**src/rtl/operand_loader_pkg.sv**
```systemverilog
// Shared types and constants for the operand loader.
// Loader state encoding, logical-unit op codes, debounce counter sizing.
package operand_loader_pkg;

    // Loader states; the encoding is also driven onto the LED state port.
    typedef enum logic [1:0] {
        LOAD_X  = 2'b00,
        LOAD_Y  = 2'b01,
        LOAD_OP = 2'b10,
        READY   = 2'b11
    } load_state_e;

    // Op codes understood by the downstream logical unit.
    localparam logic [1:0] OP_AND = 2'b00;
    localparam logic [1:0] OP_OR  = 2'b01;
    localparam logic [1:0] OP_XOR = 2'b10;
    localparam logic [1:0] OP_NOT = 2'b11;

    // Operand bundle handed to the logical unit.
    typedef struct packed {
        logic [7:0] sendi;
        logic [1:0] sel;
    } operand_t;

    // Counter must be able to hold the value DEBOUNCE_CYCLES itself.
    function automatic int cnt_width(input int cycles);
        return $clog2(cycles + 1);
    endfunction

endpackage

```
**src/rtl/operand_loader_key.sv**
```systemverilog
// Pushbutton conditioning: 2-flop synchronizer, debounce counter, press pulse.
// Ports: clk, reset (sync, active-high), key_n (raw, active-low), press (1-cycle).
module key_debounce
    import operand_loader_pkg::*;
#(
    parameter int DEBOUNCE_CYCLES = 500000
) (
    input  logic clk,
    input  logic reset,
    input  logic key_n,
    output logic press
);

    localparam int CNT_W = cnt_width(DEBOUNCE_CYCLES);
    localparam logic [CNT_W-1:0] CNT_MAX = CNT_W'(DEBOUNCE_CYCLES);

    logic             key_s1_q;
    logic             key_s2_q;
    logic             level_q;
    logic             level_d;
    logic [CNT_W-1:0] cnt_q;
    logic [CNT_W-1:0] cnt_d;
    logic [CNT_W-1:0] cnt_inc;
    logic             press_q;
    logic             press_d;
    logic             key_pressed_s;

    // level_q: 1 = accepted pressed, 0 = accepted released.
    assign key_pressed_s = ~key_s2_q;
    assign cnt_inc       = cnt_q + 1'b1;

    // The flip is taken on the edge where the count reaches CNT_MAX, so
    // press is registered in the same edge and the counter never rests at
    // CNT_MAX; this keeps the capture at edge 2+DEBOUNCE_CYCLES.
    always_comb begin
        level_d = level_q;
        cnt_d   = '0;
        press_d = 1'b0;
        if (key_pressed_s != level_q) begin
            if (cnt_inc == CNT_MAX) begin
                level_d = key_pressed_s;
                press_d = key_pressed_s;
            end else begin
                cnt_d = cnt_inc;
            end
        end
    end

    always_ff @(posedge clk) begin
        if (reset) begin
            key_s1_q <= 1'b1;
            key_s2_q <= 1'b1;
            level_q  <= 1'b0;
            cnt_q    <= '0;
            press_q  <= 1'b0;
        end else begin
            key_s1_q <= key_n;
            key_s2_q <= key_s1_q;
            level_q  <= level_d;
            cnt_q    <= cnt_d;
            press_q  <= press_d;
        end
    end

    assign press = press_q;

endmodule

```
**src/rtl/operand_loader.sv**
```systemverilog
// Four-state operand loader for the 8-bit logical unit.
// Ports: clk, reset, key_n, sw[3:0], op_sw[1:0] in; sendi, sel, valid, state out.
module operand_loader
    import operand_loader_pkg::*;
#(
    parameter int DEBOUNCE_CYCLES = 500000
) (
    input  logic       clk,
    input  logic       reset,
    input  logic       key_n,
    input  logic [3:0] sw,
    input  logic [1:0] op_sw,
    output logic [7:0] sendi,
    output logic [1:0] sel,
    output logic       valid,
    output logic [1:0] state
);

    logic        press;
    logic [3:0]  sw_s1_q;
    logic [3:0]  sw_s2_q;
    logic [1:0]  op_s1_q;
    logic [1:0]  op_s2_q;

    load_state_e state_q;
    load_state_e state_d;
    operand_t    opnd_q;
    operand_t    opnd_d;
    logic        valid_q;
    logic        valid_d;

    key_debounce #(
        .DEBOUNCE_CYCLES(DEBOUNCE_CYCLES)
    ) u_key (
        .clk  (clk),
        .reset(reset),
        .key_n(key_n),
        .press(press)
    );

    always_ff @(posedge clk) begin
        if (reset) begin
            sw_s1_q <= '0;
            sw_s2_q <= '0;
            op_s1_q <= '0;
            op_s2_q <= '0;
        end else begin
            sw_s1_q <= sw;
            sw_s2_q <= sw_s1_q;
            op_s1_q <= op_sw;
            op_s2_q <= op_s1_q;
        end
    end

    // Switches are only looked at on a press edge; otherwise all holds.
    always_comb begin
        state_d = state_q;
        opnd_d  = opnd_q;
        valid_d = valid_q;
        if (press) begin
            unique case (state_q)
                LOAD_X: begin
                    opnd_d.sendi[7:4] = sw_s2_q;
                    state_d           = LOAD_Y;
                end
                LOAD_Y: begin
                    opnd_d.sendi[3:0] = sw_s2_q;
                    state_d           = LOAD_OP;
                end
                LOAD_OP: begin
                    opnd_d.sel = op_s2_q;
                    state_d    = READY;
                    valid_d    = 1'b1;
                end
                READY: begin
                    state_d = LOAD_X;
                    valid_d = 1'b0;
                end
                default: begin
                    state_d = LOAD_X;
                    valid_d = 1'b0;
                end
            endcase
        end
    end

    always_ff @(posedge clk) begin
        if (reset) begin
            state_q <= LOAD_X;
            opnd_q  <= '{sendi: 8'h00, sel: OP_AND};
            valid_q <= 1'b0;
        end else begin
            state_q <= state_d;
            opnd_q  <= opnd_d;
            valid_q <= valid_d;
        end
    end

    assign sendi = opnd_q.sendi;
    assign sel   = opnd_q.sel;
    assign valid = valid_q;
    assign state = state_q;

endmodule

```
**config.mk**
```make
export PLATFORM = sky130hd
export DESIGN_NAME = operand_loader
export DESIGN_NICKNAME = d
export VERILOG_FILES = /design/src/rtl/operand_loader_pkg.sv /design/src/rtl/operand_loader_key.sv /design/src/rtl/operand_loader.sv
export SDC_FILE = /design/constraint.sdc
export NUM_CORES = 1
export LEC_CHECK = 0
export CORE_UTILIZATION = 25
export DETAILED_ROUTE_END_ITERATION = 12
export GPL_ROUTABILITY_DRIVEN = 1
export SLEW_MARGIN = 20
export SYNTH_ARGS = -nofsm -noshare
export SYNTH_HDL_FRONTEND = slang
export SYNTH_SLANG_ARGS = --single-unit
```
**constraint.sdc**
```tcl
create_clock -name clk -period 2.8 [get_ports clk]
set_clock_uncertainty 0.05 [all_clocks]
set_input_delay 0.7 -clock clk [delete_from_list [all_inputs] [get_ports clk]]
set_output_delay 0.7 -clock clk [all_outputs]
set_load 0.05 [all_outputs]
```
==> flow_summary_export.csv, run 1 <==
group,metric,value,unit
clocking,cts_sinks,48,
power_and_ir_drop,clkPwrFrac,41.1,%
synth,syn_nets,243,
synth,synth_edf_count,0,
clocking,cts_tree,"built",
finish,regArea,961,µm²
worst_setup_path,r2r_end,"u_key.cnt_q[10]$_SDFF_PP0_",
worst_setup_path,arrival,2.73,ns
timing,max_slew.worst_pin.slew,0.602,ns
global_routing,grt_max_degree,30,
synth,ys.flop_type,"dfxtp_1",
worst_setup_path,cp_max_fo,9,
power_and_ir_drop,pwr-share-comb,2.3,%
place,hpwl,2780,µm
worst_setup_path,path_class,"flip-flop to flip-flop",
worst_setup_path,r2r_slack,0.20,ns
finish,nets,262,
floorplan,die_h,93.7,µm
synth,synth_area,0.00210,mm²
routing,totalWireLength,3820,µm
timing,finalWorstSetupSlack,0.198,ns
timing,grt_setup_unrepaired,"false",
synth,ys_types,42,
routing,vias,1579,
worst_hold_path,hold_depth,1,
worst_setup_path,crit_family,"simple AND/OR/NAND/NOR gates",
routing,viasPerCell,4.49,
power_and_ir_drop,switching_power,0.252,mW
routing,firstDrtPassIters,4,
run,maxCapViolCount,0,
synth,syn_inst,227,
timing,hold_viol_final,0,
timing,tns,0,ns
routing,drcViolationCount,0,
synth,ys_ff_latch,48,
synth,synth_area_leaders,"dfxtp_1, xnor2_1, nand3_1, ha_1, nor3_1",
power_and_ir_drop,power_leakage,0.779,nW
finish,multi_input_area,0.00105,mm²
worst_setup_path,start_kind,"flip-flop",
global_routing,grt_pass1_wl,6870,µm
routing,ant_nets,0,
timing,slew_violations,0,
routing,drt_iter0_drc,106,
power_and_ir_drop,pwr-share-seq,56.6,%
finish,final_common_cell,"dfxtp_1",
floorplan,initial_core_util,25.7,%
timing,max_slew_margin,59.8,%
synth,avgSynthCellArea,9.26,µm²
power_and_ir_drop,ir_drop,0.257,mV
synth,synth_top_area_share,45.7,%
clocking,cts_buffers,5,
synth,yosysTopAreaCell,"dfxtp_1",
timing,period_share,92.9,%
global_routing,grt_use_total,9.96,%
global_routing,first_global_vias,1519,
finish,final_util,30.9,%
worst_setup_path,worstSetupEndpointType,"flip-flop",
timing,setup_viol,0,
clocking,hold_buffers,0,
clocking,cts_buffer_depth,2,
worst_setup_path,crit_required,2.93,ns
worst_setup_path,crit_cells,8,
run_status,status,"finished, final reports clean",
worst_setup_path,crit_buf_inv,1,
clocking,clock-root-buffer,"clkbuf_8",
worst_setup_path,slowest_stage,"or4_4",
power_and_ir_drop,powerDensity,487,mW/mm²
clocking,clk_latency,0.31,ns
floorplan,core_area,0.00818,mm²
finish,nFillCells,864,
place,dp_worst_setup_slack,0.170,ns
clocking,h-tree-depth,2,
routing,wl_per_cell,10.9,µm
global_routing,grt_overflow,0,
finish,antenna_cells_inserted,0,
power_and_ir_drop,p_sw_share,20.5,%
worst_setup_path,path_cells,"ha_1 > and3_2 > nand2_2 > or4_4 > a221oi_2 > and4_1 > buf_4 > nor3_1",
place,portBuffers,21,
worst_setup_path,crit_path_start,"u_key.cnt_q[0]$_SDFF_PP0_",
worst_setup_path,endpoint,"u_key.cnt_q[10]$_SDFF_PP0_",
finish,area_growth,20.2,%
floorplan,dieArea,0.00878,mm²
power_and_ir_drop,p_int,0.978,mW
timing,holdWs,0.371,ns
finish,drive_gt1_share,10.1,%
finish,layout_common_cells,"dfxtp_1, nand2_1, clkdlybuf4s50_1",
place,finalWeightedCongestion,0.759,
synth,yosys_warnings,0,
timing,fmax,0.384,GHz
global_routing,antenna_found_initial,0,
floorplan,num_io_pins,22,
floorplan,die_w,93.7,µm
synth,synthArstFlopShare,0,%
timing,fin_crit,2.60,ns
clocking,clkTransAtPathRegs,0.08,ns
worst_setup_path,reg2reg_from,"u_key.cnt_q[0]$_SDFF_PP0_",
worst_hold_path,hold_class,"flip-flop to flip-flop",
floorplan,num_rows,33,
synth,yosysSeqAreaShare,45.7,%
worst_setup_path,critPathMaxStageDelay,0.50,ns
worst_setup_path,r2r_cells,8,
[routing by layer]
layer	track usage, %	vias to the layer above	part of all wire [%]
li1	-	824	-
met1	12.8	734	51
met2	15.1	16	44
met3	2.75	5	2.6
met4	5.26	0	2.3
met5	0	-	0
[metrics by stage]
| stage | area (µm²) | instances | power, mW |
|---|---|---|---|
| 3_5_place_dp | 2400 | 344 | 0.741 |
| 5_1_grt | 2530 | 352 | 1.28 |
| 2_1_floorplan | 2100 | 227 | 0.726 |
| 6_report | 2530 | 352 | 1.23 |
| 3_3_place_gp | 2400 | 344 | 0.741 |
| 4_1_cts | 2520 | 352 | 1.25 |
[cells in the mapped netlist (2+ instances only)]
cell	number
a211oi_1	7
a21oi_1	11
and3_1	4
and4_1	3
buf_2	2
buf_4	3
buf_6	2
clkbuf_1	8
dfxtp_1	48
ha_1	7
inv_1	4
nand2_1	21
nand2b_1	2
nand3_1	19
nand4_1	4
nor2_1	8
nor2b_1	13
nor3_1	17
nor4_1	2
o21ai_0	3
or2_2	2
or3_1	2
xnor2_1	11
xor2_1	6
[final cells by class]
class,count,area share [%]
Clock buffer,5,2.72
Clock inverter,3,1.83
Inverter,4,0.594
Multi-Input combinational cell,160,41.5
Sequential cell,48,38.0
Tap cell,105,5.20
Timing Repair Buffer,27,10.1
[cells by family (layout without fill, tap and decap cells)]
group	Yosys count	in the layout	synth area share [%]
and+or+nand+nor	106	106	28.3
xor gates and xnor gates	17	17	7.08
DFF	48	48	45.7
adders and majority gates	7	7	4.17
AOI/OAI and AO/OA	28	28	8.93
buffers and inverters	19	39	4.76
muxes	2	2	1.01
[power by group through the flow]
stage / clock, mW / combinational, mW / sequential, mW
2_1_floorplan: 0 / 0.0149 / 0.711
4_1_cts: 0.524 / 0.0295 / 0.696
5_1_grt: 0.556 / 0.0322 / 0.697
3_3_place_gp: 0 / 0.0295 / 0.712
6_report: 0.505 / 0.0289 / 0.696
3_5_place_dp: 0 / 0.0295 / 0.712
[registers in the layout, summed over array words and instances (netlist names), 2 cells and up]
name	count
sw_s2_q	4
op_s1_q	2
sw_s1_q	4
state	2
sel	2
u_key.cnt_q	19
sendi	8
op_s2_q	2
[worst min path at each step]
stage / from / endpoint
after floorplan: u_key.key_s1_q$_SDFF_PP1_ / u_key.key_s2_q$_SDFF_PP1_
after global placement: u_key.key_s1_q$_SDFF_PP1_ / u_key.key_s2_q$_SDFF_PP1_
after detailed placement: u_key.key_s1_q$_SDFF_PP1_ / u_key.key_s2_q$_SDFF_PP1_
after CTS: u_key.key_s1_q$_SDFF_PP1_ / u_key.key_s2_q$_SDFF_PP1_
after global routing: sw_s1_q[0]$_SDFF_PP0_ / sw_s2_q[0]$_SDFF_PP0_
final: u_key.key_s1_q$_SDFF_PP1_ / u_key.key_s2_q$_SDFF_PP1_
[timing repair]
item,CTS,global route
resized for setup,0,2
endpoints found under the hold margin,0,0
endpoints found under the setup margin,0,17
setup buffers,0,0
Power figures use the tool's default switching activity.
==> run 2, diff against run 1 <==
--- a/config.mk
+++ b/config.mk
@@ -5,6 +5,7 @@
 export SDC_FILE = /design/constraint.sdc
 export NUM_CORES = 1
 export LEC_CHECK = 0
+export CAP_MARGIN = 20
 export CORE_UTILIZATION = 25
 export DETAILED_ROUTE_END_ITERATION = 12
 export GPL_ROUTABILITY_DRIVEN = 1
==> results of run 2 <==
No change in the layout: final DEF, timing and power equal those of run 1.
